File: config.mk
export PLATFORM = sky130hd
export DESIGN_NAME = sprite_draw_ctrl
export DESIGN_NICKNAME = d
export VERILOG_FILES = /design/src/rtl/sprite_pkg.sv /design/src/rtl/sprite_draw_ctrl_pixel_counter.sv /design/src/rtl/sprite_draw_ctrl.sv
export SDC_FILE = /design/constraint.sdc
export NUM_CORES = 1
export LEC_CHECK = 0
export CORE_UTILIZATION = 45
export DETAILED_ROUTE_END_ITERATION = 7
export GPL_TIMING_DRIVEN = 1
export PLACE_DENSITY_LB_ADDON = 0.2
export SLEW_MARGIN = 20
export SYNTH_ARGS = -nofsm -noshare
export SYNTH_HDL_FRONTEND = slang
export SYNTH_SLANG_ARGS = --single-unit
File: constraint.sdc
create_clock -name Clock -period 2 [get_ports Clock]
set_input_delay 0.4 -clock Clock [delete_from_list [all_inputs] [get_ports Clock]]
set_output_delay 0.4 -clock Clock [all_outputs]
set_load 0.05 [all_outputs]
File: src/rtl/sprite_pkg.sv
// sprite_pkg: shared constants and state encoding for the sprite blit
// controller and its pixel counter.
//   Sprite geometry  : SPR_W x SPR_H, ADDR_W-bit ROM address
//   Pixel format     : COLOR_W-bit 3-3-2 colour
//   Screen           : SCREEN_W x SCREEN_H, X_W/Y_W-bit coordinates
//   KEY_COLOR        : transparent colour, only meaningful when
//                      SPRITE_TRANSPARENCY_EN is defined
package sprite_pkg;

  localparam int SPR_W    = 32;
  localparam int SPR_H    = 32;
  localparam int ADDR_W   = 10;
  localparam int COLOR_W  = 8;
  localparam int X_W      = 8;
  localparam int Y_W      = 7;
  localparam int SCREEN_W = 160;
  localparam int SCREEN_H = 120;

  localparam logic [COLOR_W-1:0] KEY_COLOR = 8'hE3;

  typedef enum logic [1:0] {
    S_IDLE  = 2'd0,
    S_FETCH = 2'd1,
    S_PLOT  = 2'd2,
    S_DONE  = 2'd3
  } state_t;

endpackage

File: src/rtl/sprite_draw_ctrl_pixel_counter.sv
// sprite_pixel_counter: raster-order pixel index for a SPR_W x SPR_H blit.
// Ports:
//   Clock, Resetn : clock, synchronous active-low reset
//   clear         : synchronous clear to pixel 0 (wins over en)
//   en            : advance to the next pixel
//   count         : current pixel index {row, col}
//   col, row      : column / row split of count
//   last          : count is the final pixel of the sprite
module sprite_pixel_counter #(
  parameter int SPR_W = 32,
  parameter int SPR_H = 32,
  localparam int CW = $clog2(SPR_W),
  localparam int RW = $clog2(SPR_H),
  localparam int AW = CW + RW
) (
  input  logic          Clock,
  input  logic          Resetn,
  input  logic          clear,
  input  logic          en,
  output logic [AW-1:0] count,
  output logic [CW-1:0] col,
  output logic [RW-1:0] row,
  output logic          last
);

  logic [AW-1:0] cnt;

  always_ff @(posedge Clock) begin
    if (!Resetn)    cnt <= '0;
    else if (clear) cnt <= '0;
    else if (en)    cnt <= cnt + AW'(1);
  end

  // Power-of-2 dimensions make the index split a plain bit slice.
  assign count = cnt;
  assign col   = cnt[CW-1:0];
  assign row   = cnt[AW-1:CW];
  assign last  = &cnt;

endmodule

File: src/rtl/sprite_draw_ctrl.sv
// sprite_draw_ctrl: walks the 32x32 sprite ROM in raster order and emits one
// pixel write per address at (x0+col, y0+row), honouring plot_ready.
// Ports:
//   Clock, Resetn       : clock, synchronous active-low reset
//   start, x0, y0       : draw request and origin, taken only in IDLE
//   mem_addr, mem_data  : sprite ROM port, data valid one cycle after address
//   plot, plot_x/y/color: pixel write to the VGA side
//   plot_ready          : VGA side accepts when plot & plot_ready
//   busy, done          : blit in progress / one-cycle completion pulse
// Build option: SPRITE_TRANSPARENCY_EN -- pixels equal to KEY_COLOR are
//   dropped (no plot) but still consume their two-cycle slot.
//
// state   | meaning
// IDLE    | waiting for start
// FETCH   | ROM address presented, data arrives next cycle
// PLOT    | pixel offered on the write port until accepted
// DONE    | one-cycle completion pulse
module sprite_draw_ctrl
  import sprite_pkg::*;
(
  input  logic               Clock,
  input  logic               Resetn,
  input  logic               start,
  input  logic [X_W-1:0]     x0,
  input  logic [Y_W-1:0]     y0,
  output logic [ADDR_W-1:0]  mem_addr,
  input  logic [COLOR_W-1:0] mem_data,
  output logic               plot,
  output logic [X_W-1:0]     plot_x,
  output logic [Y_W-1:0]     plot_y,
  output logic [COLOR_W-1:0] plot_color,
  input  logic               plot_ready,
  output logic               busy,
  output logic               done
);

  localparam int CW = $clog2(SPR_W);
  localparam int RW = $clog2(SPR_H);

  state_t             state, state_nx;
  logic [X_W-1:0]     x0_l;
  logic [Y_W-1:0]     y0_l;
  logic [ADDR_W-1:0]  pix;
  logic [CW-1:0]      col;
  logic [RW-1:0]      row;
  logic               last;
  logic               take_start;
  logic               skip;
  logic               accept;

  assign take_start = (state == S_IDLE) && start;

`ifdef SPRITE_TRANSPARENCY_EN
  assign skip = (mem_data == KEY_COLOR);
`else
  assign skip = 1'b0;
`endif

  // A transparent pixel is consumed without waiting on the VGA side.
  assign accept = plot_ready | skip;

  sprite_pixel_counter #(
    .SPR_W (SPR_W),
    .SPR_H (SPR_H)
  ) u_cnt (
    .Clock  (Clock),
    .Resetn (Resetn),
    .clear  (take_start),
    .en     ((state == S_PLOT) && accept && !last),
    .count  (pix),
    .col    (col),
    .row    (row),
    .last   (last)
  );

  always_ff @(posedge Clock) begin
    if (!Resetn) begin
      x0_l <= '0;
      y0_l <= '0;
    end else if (take_start) begin
      x0_l <= x0;
      y0_l <= y0;
    end
  end

  always_ff @(posedge Clock) begin
    if (!Resetn) state <= S_IDLE;
    else         state <= state_nx;
  end

  always_comb begin
    state_nx = state;
    case (state)
      S_IDLE:  if (start) state_nx = S_FETCH;
      S_FETCH: state_nx = S_PLOT;
      S_PLOT:  if (accept) state_nx = last ? S_DONE : S_FETCH;
      S_DONE:  state_nx = S_IDLE;
      default: state_nx = S_IDLE;
    endcase
  end

  // Coordinates wrap at the bus width; no clipping to the visible screen.
  always_comb begin
    plot       = (state == S_PLOT) && !skip;
    busy       = (state != S_IDLE);
    done       = (state == S_DONE);
    mem_addr   = pix;
    plot_color = mem_data;
    plot_x     = x0_l + X_W'(col);
    plot_y     = y0_l + Y_W'(row);
  end

endmodule
==> flow_summary.toml <==
[run_status]
outcome = "complete, but fails checks"
violations = "negative setup slack"

[timing]
worst_slew_pin_slew_ns = 0.527
timing.final.crit_period_ns = 2.37
slew_viol_final = 0
fin_skew_ns = 0.00268
max_clock_freq_mhz = 423
hold_violations = 0
setup_ws_ns = -0.365
period_share_pct = 118
setup_viol = 9
setup_tns_ns = -2.19
rsz0062_at_grt = "true"
slew_headroom_pct = 64.8
timing.hold.ws_ns = 0.470

[grt]
track_usage_pct = 24.6
grt_pass1_vias = 1689
antenna_found_initial = 0
grt-ovfl-total = 0
grt_max_degree = 19
grt_pass1_wl_um = 7850

[power_and_ir_drop]
swShare_pct = 31.9
internal_power_uw = 911
switchingPower_uw = 427
powerDensity_mw_per_mm2 = 446
power.share.sequential_pct = 43.6
vdd_ir_drop_max_mv = 0.527
clkPwrFrac_pct = 24.2
pwr-share-comb_pct = 32.2
cellLeakagePower_nw = 1.25
power_mw = 1.34

[synth]
synth.cell_area_mm2 = 0.00174
synth.top_cell.area_share_pct = 31.0
ys_ff_latch = 27
synthFlopType = "dfxtp_1"
synthCells = 215
synthArstFlopShare_pct = 0
ys_seq_area_share_pct = 31.0
synth_simple_gate_area_share_pct = 26.3
synth_cell_type_count = 45
synthAdderAreaFrac_pct = 10.2
synth_top_family_by_area = "simple AND/OR/NAND/NOR gates"
synth-edff-count = 0
synth_top_area_cell = "dfxtp_1"
synth_xor_area_share_pct = 5.52
synthMuxAreaShare_pct = 1.72
synthTopCellsByArea = "dfxtp_1 31%, nand2_1 9.0%, ha_1 7.9%"
synth_compound_area_share_pct = 17.2
ys.warnings.count = 0
syn_avg_cell_area_um2 = 8.11
synth_nets = 255

[drt]
ant_nets = 0
drt_iter0_drc = 64
vias = 1738
wl_per_cell_um = 14.8
wirelength_um = 4890
viasPerCell = 5.25
drc = 0
dr.pass1.iters = 4

[setup_path]
critPathMaxFanout = 2
cp-end-kind = "primary output"
cp-start-kind = "flip-flop"
cp.required_ns = 1.60
arrival_ns = 1.97
critPathKind = "reg2out"

[worst_hold_path]
hold_path.class = "reg2reg"

[final_layout]
final_cell_mix = "39 x nand2_1, 36 x buf_4, 20 x clkdlybuf4s50_1, 13 x buf_12, 12 x dfxtp_2"
syn_to_final_growth_pct = 72.2
design_area_mm2 = 0.00300
n_antenna_cell = 0
nets = 324
fillCellCount = 212
final_common_cell = "nand2_1"
drive_gt1_share_pct = 43.5

[floorplan]
core_area_mm2 = 0.00369
die_y_um = 64.3
die-area_mm2 = 0.00413
die_w_um = 64.3
pin_count = 63
floorplan.initialDensity_pct = 47.3
placementRows = 22

[place]
io_buffers = 46
placed_area_mm2 = 0.00272
hpwlAfterDp_um = 3360
gp_congestion = 0.856

[clocking]
tritoncts = "built"
ctsLongestPathBuffers = 2
clk_latency_ns = 0.28
cts_max_level = 1
cts.sinks = 27
path_clk_slew_ns = 0.09
cts_made_buffers = 3
cts_root_buffer = "clkbuf_8"

[flow_run]
drv_cap = 0
[worst max-delay path, cell delays in order (launching register included)]
cell	delay (ns)
dfxtp_4	0.37
ha_4	0.15
inv_2	0.04
fa_2	0.36
nor2b_2	0.14
o21ai_2	0.09
a21oi_4	0.21
xor2_4	0.17
buf_12	0.15
[Yosys cell counts (all sizes together) (3+ instances only)]
| library cell | number |
|---|---|
| inv | 15 |
| nor4 | 3 |
| nand2 | 43 |
| o21ai | 8 |
| nand3 | 4 |
| nor2 | 12 |
| nor3 | 4 |
| buf | 11 |
| xnor2 | 7 |
| a21oi | 12 |
| a21boi | 15 |
| nor3b | 3 |
| mux2i | 3 |
| o211ai | 3 |
| nor2b | 4 |
| or3 | 3 |
| xor2 | 4 |
| ha | 11 |
| dfxtp | 27 |
[power by group through the flow]
| stage | combinational (mW) | sequential, mW | clock [mW] |
|---|---|---|---|
| 5_1_grt | 0.457 | 0.587 | 0.345 |
| 6_report | 0.431 | 0.583 | 0.324 |
| 3_5_place_dp | 0.406 | 0.591 | 0 |
| 3_3_place_gp | 0.399 | 0.589 | 0 |
| 2_1_floorplan | 0.272 | 0.590 | 0 |
| 4_1_cts | 0.425 | 0.583 | 0.317 |
[logic make-up (layout without fill, tap and decap cells)]
| family | after synthesis | in the layout |
|---|---|---|
| XOR/XNOR | 11 | 11 |
| adder cells (fa/ha/maj) | 13 | 13 |
| buffers and inverters | 28 | 96 |
| multiplexers | 3 | 3 |
| AO/OA/AOI/OAI | 45 | 45 |
| flip-flops | 27 | 27 |
| AND/OR/NAND/NOR | 88 | 88 |
[sequential cells by signal, indices dropped and copies added (netlist names)]
name         cells
u_cnt.count     10
x0_l             8
y0_l             7
state            2
[worst paths after layout]
check	start	endpoint	slack, ns	cells after the start
worst max-delay path	u_cnt.count[0]	plot_x[6]	-0.37	8
worst min-delay path	x0_l[4]	x0_l[4]	0.47	2
worst max register to register	u_cnt.count[0]	u_cnt.count[1]	0.23	6
worst min register to register	x0_l[4]	x0_l[4]	0.47	2
[through the flow]
stage	worst slack, ns	instances	utilization [%]
4_1_cts	-0.377	330	79.1
6_report	-0.365	331	81.4
5_1_grt	-0.458	331	81.4
3_3_place_gp	-0.136	322	73.7
2_1_floorplan	-0.233	215	-
3_5_place_dp	-0.166	322	73.7
[repair_timing]
item | in CTS | in global routing
gates resized for setup | 25 | 20
pin swaps | 19 | 12
endpoints found under the setup margin | 10 | 17
setup buffers | 4 | 2
cloned | 0 | 0
hold buffers | 0 | 0
[cell type report]
type | instances | area [µm²] | share of cell area [%]
sequential | 27 | 578 | 19.2
tap | 48 | 60.1 | 2.00
inverter | 15 | 56.3 | 1.88
timing repair buffer | 77 | 827 | 27.5
multi-input combinational | 160 | 1440 | 47.8
clock buffer | 4 | 45.0 | 1.50
[per-layer routing]
layer / wire length, µm / GRT usage [%] / vias to the layer above
li1: - / - / 860
met1: 2180 / 30.9 / 823
met2: 2490 / 44.1 / 44
met3: 173 / 3.75 / 11
met4: 58 / 5.28 / 0
met5: 0 / 0 / -
Note: power is estimated with default switching activity, not from simulation.
